`src/rtl/reset_sequencer.sv`:
```
// reset_sequencer: sequences core and peripheral-engine reset release with done pulses
module reset_sequencer #(
    parameter int HOLD_CYCLES = 16,
    parameter int PE_DELAY    = 8,
    parameter int CNT_W       = 8
) (
    input  logic clk,
    input  logic rst,
    input  logic pe_rst,
    output logic core_rst,
    output logic pe_rst_out,
    output logic rst_done,
    output logic pe_done,
    output logic busy
);
    localparam logic [1:0] S_RESET   = 2'd0;
    localparam logic [1:0] S_HOLD    = 2'd1;
    localparam logic [1:0] S_PE_WAIT = 2'd2;
    localparam logic [1:0] S_RUN     = 2'd3;
    localparam logic [CNT_W-1:0] HOLD_LAST = CNT_W'(HOLD_CYCLES - 1);
    localparam logic [CNT_W-1:0] PE_LAST   = CNT_W'(PE_DELAY - 1);

    logic [1:0]       state;
    logic [CNT_W-1:0] cnt;
    logic             por;

    // por remembers whether the pending PE release finishes a full power-on sequence
    always_ff @(posedge clk) begin
        if (rst) begin
            state    <= S_RESET;
            cnt      <= '0;
            por      <= 1'b1;
            rst_done <= 1'b0;
            pe_done  <= 1'b0;
        end else begin
            rst_done <= 1'b0;
            pe_done  <= 1'b0;
            case (state)
                S_RESET: begin
                    state <= S_HOLD;
                    cnt   <= '0;
                end
                S_HOLD: begin
                    if (cnt == HOLD_LAST) begin
                        state <= S_PE_WAIT;
                        cnt   <= '0;
                    end else begin
                        cnt <= cnt + 1'b1;
                    end
                end
                S_PE_WAIT: begin
                    if (pe_rst) begin
                        cnt <= '0;
                    end else if (cnt == PE_LAST) begin
                        state    <= S_RUN;
                        cnt      <= '0;
                        rst_done <= por;
                        pe_done  <= ~por;
                        por      <= 1'b0;
                    end else begin
                        cnt <= cnt + 1'b1;
                    end
                end
                default: begin
                    if (pe_rst) begin
                        state <= S_PE_WAIT;
                        cnt   <= '0;
                        por   <= 1'b0;
                    end
                end
            endcase
        end
    end

    // Moore decode of the registered state
    always_comb begin
        core_rst   = (state == S_RESET) || (state == S_HOLD);
        pe_rst_out = state != S_RUN;
        busy       = state != S_RUN;
    end
endmodule

```
`config.mk`:
```
export PLATFORM = sky130hd
export DESIGN_NAME = reset_sequencer
export DESIGN_NICKNAME = d
export VERILOG_FILES = /design/src/rtl/reset_sequencer.sv
export SDC_FILE = /design/constraint.sdc
export NUM_CORES = 1
export LEC_CHECK = 0
export ABC_AREA = 1
export CELL_PAD_IN_SITES_DETAIL_PLACEMENT = 0
export CELL_PAD_IN_SITES_GLOBAL_PLACEMENT = 1
export CORE_MARGIN = 4
export CORE_UTILIZATION = 34
export DETAILED_ROUTE_END_ITERATION = 16
export PLACE_DENSITY = 0.8
export RECOVER_POWER = 25
export SYNTH_ARGS = -nofsm -noshare
export SYNTH_HDL_FRONTEND = slang
export SYNTH_SLANG_ARGS = --single-unit
```
`constraint.sdc`:
```
create_clock -name clk -period 1.6 [get_ports clk]
set_input_delay 0.16 -clock clk [delete_from_list [all_inputs] [get_ports clk]]
set_output_delay 0.16 -clock clk [all_outputs]
set_load 0.03 [all_outputs]
```
# Yosys cells after proc, flatten, opt, wreduce, memory -nomap -nowiden

Index checks and enable logic that the tools add are counted.

$lt $le $gt $ge: 0
Shifts and indexed selects: 0
Reductions and logical operators: 8
Div/mod/pow operators: 0
Multiply operators: 0
Bitwise operators: 4
Multiplexer cells: 14
Eq/ne operators: 8
Add/sub/neg operators: 1

Operator list:

| kind                | number |
|---|---|
| $mux 8              | 4 |
| $pmux 8 s3          | 1 |
| $add 8x1->8 const B | 1 |
| $eq 8x3->1 const B  | 1 |
| $eq 8x4->1 const B  | 1 |
| $mux 2              | 4 |
| $ne 2x2->1 const B  | 4 |
| $reduce_and 4->1    | 2 |
| $pmux 2 s3          | 1 |
| $not 1->1           | 4 |
| $reduce_bool 4->1   | 1 |
| $reduce_or 4->1     | 1 |
| $mux 1              | 3 |
| $eq 2x1->1 const B  | 1 |
| $eq 2x2->1 const B  | 1 |
| $logic_not 2->1     | 1 |
| $pmux 1 s2          | 1 |
| $reduce_bool 2->1   | 1 |
| $reduce_or 2->1     | 1 |
| $logic_or 1x1->1    | 1 |

Memory bits (read-only): 0
Memory bits (writable): 0
Input bits: 3
Output and inout port bits: 5
Logic and storage cells: 40
Memories kept: 0
Bits in registers: 13
Bits in latches: 0

# Longest topological paths before layout

Gate-level depths: netlist (run 1).

Depth after elaboration: 4
Gate-level depth with buffers: 9
Mapped depth without buffers: 9

# Worst setup path before layout (run 1)

Ideal clock, no wire load.

Path type: flip-flop to flip-flop
Start: register state[0]
End: register state[1]
Cell stages (with the launch flop): 9
Period minus slack after synthesis: 1.507 ns
Library setup time: 0.113 ns
Arrival time: 1.394 ns
Slack: 0.093 ns
Path buffers: 0
Data required time: 1.487 ns
Cells stage by stage: dfxtp_1 inv_1 ha_1 nor3_4 nor2_1 nand3_2 nand2_1 nand2_1 nor2_1

Cells in the longest elaborated chain, start to end: 3
Elaborated cells on any way between the ends: 9
Classes of those cells: eq/ne (5); mux (1); reduce/logical (3)

RTL lines:

| what                                                      | RTL line | text |
|---|---|---|
| from (decl)                                               | 23       | `logic [1:0] state;` |
| from (signal assigned)                                    | 30       | `state <= S_RESET;` |
| from (signal assigned)                                    | 40       | `state <= S_HOLD;` |
| from (signal assigned)                                    | 45       | `state <= S_PE_WAIT;` |
| $eq 2x2->1 (tied with other cells)                        | 38       | `case (state)` |
| $ne 2x2->1 (no line) or $reduce_bool 4->1 (tied branches) | --       |  |
| $reduce_and 4->1 (no line)                                | --       |  |

Parallel ways exist; a longest one is shown, timed or not.
A chain may end at the register's enable or synchronous reset.

# Final worst setup path (run 1)

Start: register state[1]
End: output port core_rst

Cells in the longest elaborated chain, start to end: 2
Elaborated cells on any way between the ends: 3
Classes of those cells: eq/ne (1); reduce/logical (2)

RTL lines:

| what                                          | RTL line | text |
|---|---|---|
| $eq 2x1->1 or $logic_not 2->1 (tied branches) | 77       | `core_rst = (state == S_RESET) \|\| (state == S_HOLD);` |
| $logic_or 1x1->1 *                            | 77       |  |
| to (decl)                                     | 10       | `output logic core_rst,` |

Mark *: on every way between the ends. The rest lies on a longest branch, timed or not.

==> results of run 1 <==
## cells by family (layout without fill, tap and decap cells)
logic type | Yosys count | count (layout)
XOR/XNOR | 2 | 2
AO/OA/AOI/OAI | 14 | 14
buffers and inverters | 15 | 35
adder cells (fa/ha/maj) | 6 | 6
AND/OR/NAND/NOR | 70 | 70
flip-flops | 13 | 13
## layer usage
metal  GRT usage  wire, um  vias to the layer above
li1            -         -                      418
met1       0.136       834                      345
met5           0         0                        -
met3      0.0414        65                        4
met4      0.0305        17                        0
met2       0.205       915                        9
## stage by stage
| step | hold WS (ns) | TNS (ns) |
|---|---|---|
| after global placement | 0.420 | -0.0161 |
| after detailed placement | 0.436 | -0.112 |
| after floorplan | 0.229 | 0 |
| after CTS | 0.449 | -0.105 |
| final | 0.445 | 0 |
| after global routing | 0.467 | -0.0280 |
## area by class of cell
| cell class | count | area [um2] |
|---|---|---|
| Clock buffer | 4 | 26.3 |
| Tap cell | 28 | 35.0 |
| Fill cell | 242 | 1200 |
| Multi-Input combinational cell | 92 | 494 |
| Timing Repair Buffer | 17 | 144 |
| Inverter | 14 | 52.6 |
| Sequential cell | 13 | 262 |
## how the worst min path moves through the flow
stage	slack, ns	startpoint	cells past startpoint	endpoint
after floorplan	0.23	rst	1	cnt[1]
after global placement	0.42	por	1	pe_done
after detailed placement	0.44	por	1	pe_done
after CTS	0.45	por	1	pe_done
after global routing	0.47	por	2	rst_done
final	0.44	por	1	pe_done
## sequential cells by signal, indices dropped and copies added (netlist names)
| register | count |
|---|---|
| rst_done | 1 |
| state | 2 |
| por | 1 |
| pe_done | 1 |
| cnt | 8 |
## timing repair
item | in CTS | in global routing
gates cloned | 0 | 0
gates resized for setup | 6 | 9
pin swaps | 0 | 0
endpoints found under the setup margin | 11 | 13
endpoints found under the hold margin | 0 | 0
buffers inserted | 0 | 0
## cells in the final DEF, fill, tap and decap left out, types with 2 or more instances in the layout
cell,n
a21oi_1,9
buf_4,9
clkbuf_4,3
clkdlybuf4s15_1,2
clkdlybuf4s50_1,3
dfxtp_1,12
ha_1,5
inv_1,14
nand2_1,34
nand2_2,2
nand3_1,5
nand3_2,2
nor2_1,21
nor2_2,2
o21ai_0,2
xor2_1,2
## power groups by stage
stage	clock [uW]	combinational [uW]	sequential [uW]
after floorplan	0	458	396
after global placement	0	752	396
after detailed placement	0	771	399
after CTS	215	770	392
after global routing	237	896	399
final	209	813	394
## critical path, stage by stage (launching register included)
cell,delay [ns]
dfxtp_1,0.33
inv_1,0.07
ha_1,0.20
or2_2,0.32
buf_2,0.18
==> summary.txt, run 1 <==
Status
  – Status: finished clean

Synth
  – Seq/Total Area, Yosys: 0.327
  – Multiplexer area fraction after synthesis: 0
  – Synth Warn #: 0
  – Dominant cells by area after synthesis: dfxtp_1 (33%), nand2_1 (16%), nor2_1 (10%), ha_1 (9.4%), inv_1 (6.6%)
  – EDFF count, synth: 0
  – Mapped Nets: roughly 130
  – Most frequent cell after synthesis: nand2_1
  – List of most frequent post-synthesis cells: nand2_1 (35), nor2_1 (22), inv_1 (14)
  – Ys async rst share: 0
  – Mapped Cells: 120
  – Synth Area in Adders: 0.0942
  – Post-synthesis simple-gate area fraction: 0.383
  – Synth Cell Area: between 700 and 800 um2
  – Top_reg_cell synth: dfxtp_1
  – Synth Area in Compound Gates: 0.0989
  – Post-synth top area share: 0.327
  – Register bit total from synthesis: 13
  – Post-synth top area cell: dfxtp_1
  – Syn_area_per_cell: about 6.6 um2
  – Post-Synth XOR/XNOR Area: 0.0220
  – Main combinational cell family by area after synthesis: simple AND/OR/NAND/NOR gates
  – Cell variety after synth: 20

Die
  – Die Ht: around 56 um
  – Chip width: about 56 um
  – Die area: 3180 um2
  – Core Region: approximately 2200 um2
  – # IOs: 8
  – Initial Util: 0.360
  – Row count: 17

GRT
  – First-pass GRT wire length: a little under 3000 um
  – Global route overflow: 0
  – Antenna violations before repair: 0
  – Vias in the first global route: ~700
  – Largest net degree at the start of global routing: 9
  – GRT Overall Usage: 0.118

Timing
  – Final Hold Fails: 0
  – Final Setup Violations: 0
  – Slew margin rel.: 0.789
  – Final period util: 0.966
  – Worst-Margin Slew: 0.316 ns
  – RSZ-0062 raised after global routing: yes
  – Period minus WS final: about 1.5 ns
  – Post-route setup slack: between 0.05 and 0.06 ns
  – Fmax: 647 MHz
  – Fin Clk Skew: 0.00369 ns
  – Slew Limit Fails: 0

Critical path
  – CP Data Arrival Time: 1.39 ns
  – CP startpoint: state[1]
  – CP Launch Type: register
  – Worst R2R Path Depth: 10
  – Required @ worst endpoint: around 1.4 ns
  – End of the critical path: core_rst
  – Reg2reg start: state[0]
  – WS Path Type: register to output pin
  – Crit path max fanout: 3
  – Reg2Reg Setup Slack: 0.09 ns
  – Critical Path Sink Type: output pin
  – Crit Reg-Reg Endpoint: state[0]

Power and ir drop
  – Worst vdd ir: 0.623 mV
  – Tot Pwr: 1420 uW
  – Sequential power share: 0.278
  – Switching share of power: 0.421
  – NetSw: 596 uW
  – Gate power share: 0.574
  – Pwr/cell area: 1400 nW/um2
  – Clock share of power: 0.148
  – Pleak: between 0.0004 and 0.0005 uW
  – Internal: 820 uW

Layout
  – # nets final: 150
  – Share of layout cells above drive strength 1: 0.179
  – Diodes inserted: 0
  – Final std cells w/o fill: about 170
  – Synth-to-Final Area Change: 27.2%
  – Final instance area: 1010 um2
  – Layout Utilization: 0.458

Route
  – Residual DRC: 0
  – Routed len/inst: about 11 um
  – ANT nets after route: 0
  – TritonRoute pass-1 iters: 4
  – DR vias/cell: about 4.6
  – WL final: 1830 um
  – Drt initial violations: 6
  – Vias: 776

Clock tree
  – Total CTS buffers: 3
  – CTS tree: done
  – Clk buf depth: 2
  – Clock sink total: 13
  – Root buffer cell: clkbuf_4
  – H-tree lvl count: 1
  – CTS clk-pin slew, worst paths: roughly 0.08 ns
  – Hold_buf cts: 0
  – Clk_lat worst skew: roughly 0.28 ns

Run
  – Max-cap viol count: 0

Placed design
  – Port bufs: 7
  – Gpl congestion: 0.796
  – Placed instance area: ~970 um2
  – Hpwl dp: 1380 um
  – Setup WS pre-CTS: -0.101 ns
  – Dpl cells: 164

Hold path
  – Class of the tightest hold or removal check: register to register
(Power assumes the default switching activity.)
==> run 2, diff against run 1 <==
CORE_UTILIZATION = 38   (was 34)
PLACE_DENSITY = 0.84   (was 0.8)
clock period = 1.46 ns   (was 1.6 ns; I/O delays follow)
==> summary.txt, run 2 (synthesized netlist as in run 1, its figures left out) <==
Timing
  – Worst-Margin Slew: 0.318 ns
  – Fmax: 670 MHz
  – Fin Clk Skew: approximately 0.0052 ns
  – WHS: around 0.45 ns
  – Final Hold Fails: 0
  – Post-route setup slack: -0.0332 ns
  – Slew margin rel.: 0.787
  – Period minus WS final: 1.49 ns
  – Slew Limit Fails: 0
  – Final period util: 1.02
  – RSZ-0062 raised after global routing: yes
  – Final Setup Violations: 1

Clock tree
  – Clock sink total: 13
  – Clk_lat worst skew: between 0.2 and 0.3 ns
  – CTS clk-pin slew, worst paths: approximately 0.08 ns
  – Total CTS buffers: 3
  – Root buffer cell: clkbuf_4
  – CTS tree: done
  – H-tree lvl count: 1
  – Hold_buf cts: 0
  – Clk buf depth: 2

Route
  – WL final: 1890 um
  – ANT nets after route: 0
  – Residual DRC: 0
  – DR vias/cell: about 4.7
  – Routed len/inst: between 10 and 15 um
  – TritonRoute pass-1 iters: 4
  – Vias: around 800
  – Drt initial violations: 5

Status
  – Failing checks: setup timing
  – Status: complete, but fails checks

Critical path
  – CP Launch Type: register
  – Cell family with most CP delay: flip-flops
  – WS Path Type: register to output pin
  – Critical-path top delay cell: dfxtp_2
  – CP Buf/Inv Count: 2
  – Required @ worst endpoint: 1.31 ns
  – Slowest stage delay, CP: about 0.33 ns
  – CP Data Arrival Time: between 1 and 1.5 ns
  – Crit path max fanout: 3
  – Crit path cell chain: buf_4, ha_1, or2_4, buf_6
  – Critical Path Sink Type: output pin

GRT
  – GRT Overall Usage: 0.149
  – Antenna violations before repair: 0
  – Global route overflow: 0
  – Largest net degree at the start of global routing: 8
  – First-pass GRT wire length: between 3000 and 4000 um
  – Vias in the first global route: ~760

Placed design
  – Hpwl dp: 1390 um
  – Port bufs: 7
  – Setup WS pre-CTS: -0.193 ns
  – Gpl congestion: between 0.8 and 0.9
  – Dpl cells: about 170
  – Placed instance area: ~1000 um2

Layout
  – # nets final: ~160
  – Final instance area: ~1100 um2
  – Share of layout cells above drive strength 1: 0.295
  – Largest registers: cnt x8, state x2
  – FF+latch area: between 200 and 300 um2
  – Leading cell type in the layout, fill and taps excluded: nand2_1
  – Most flops, register: cnt
  – Diodes inserted: 0
  – Area of the multi-input gates: between 500 and 600 um2
  – Final std cells w/o fill: ~170
  – Synth-to-Final Area Change: 37.5%
  – Max reg flops: 8
  – Fill count: around 200
  – Most frequent cells in the layout: nand2_1 (32), nor2_1 (21), buf_4 (15)

Power and ir drop
  – Pleak: roughly 0.00048 uW
  – Pwr/cell area: roughly 1500 nW/um2
  – Worst vdd ir: 0.864 mV

Die
  – Die area: around 2900 um2
  – Core Region: about 2000 um2
  – Initial Util: 0.402
  – Row count: 16
  – Chip width: between 50 and 60 um
  – Die Ht: between 50 and 60 um
  – # IOs: 8

Hold path
  – Class of the tightest hold or removal check: register to register

Run
  – Max-cap viol count: 0
[run 2: per-layer routing]
| metal | vias to the layer above | part of all wire | track usage |
|---|---|---|---|
| li1 | 429 | - | - |
| met1 | 355 | 0.46 | 0.175 |
| met2 | 20 | 0.50 | 0.256 |
| met3 | 4 | 0.035 | 0.0332 |
| met4 | 0 | 0.012 | 0.0638 |
| met5 | - | 0 | 0 |
[run 2: metrics by stage]
step / TNS [ns] / total power [uW] / utilization
global route: -0.498 / 1810 / 0.553
detailed placement: -0.319 / 1340 / 0.511
CTS: 0 / 1620 / 0.529
global placement: -0.171 / 1320 / 0.511
finish: -0.0332 / 1680 / 0.553
floorplan: -0.0159 / 971 / -
[run 2: cell type report]
class | count | area share
Multi-Input combinational cell | 92 | 0.477
Sequential cell | 13 | 0.240
Timing Repair Buffer | 23 | 0.180
Inverter | 14 | 0.0479
Tap cell | 27 | 0.0308
Clock buffer | 4 | 0.0240
[run 2: path summary, 6_finish.rpt]
check / start / to / slack (ns) / depth (start not counted)
worst max-delay path: state[0] / core_rst / -0.03 / 4
worst min-delay path: por / pe_done / 0.45 / 1
worst max register to register: state[1] / cnt[5] / 0.03 / 7
worst min register to register: por / pe_done / 0.45 / 1
[run 2: what timing repair did]
action	in CTS	in global routing
setup endpoints to repair	8	12
buffers inserted	0	1
pin swaps	1	5
resized for setup	11	14
[run 2: where the power goes]
group | leakage [uW] | internal, uW | switching (uW)
registers | 0.000106 | 404 | 29.0
logic | 0.000357 | 473 | 532
clock network | 0.0000150 | 106 | 133
total | 0.000479 | 983 | 693
[run 2: worst register-to-register path, stage by stage, from the launching register on]
cell and delay (ns):
dfxtp_2 0.34, inv_2 0.05, buf_6 0.12, ha_4 0.26, nor3_4 0.25, buf_4 0.16, nand2_1 0.05, a21oi_1 0.14
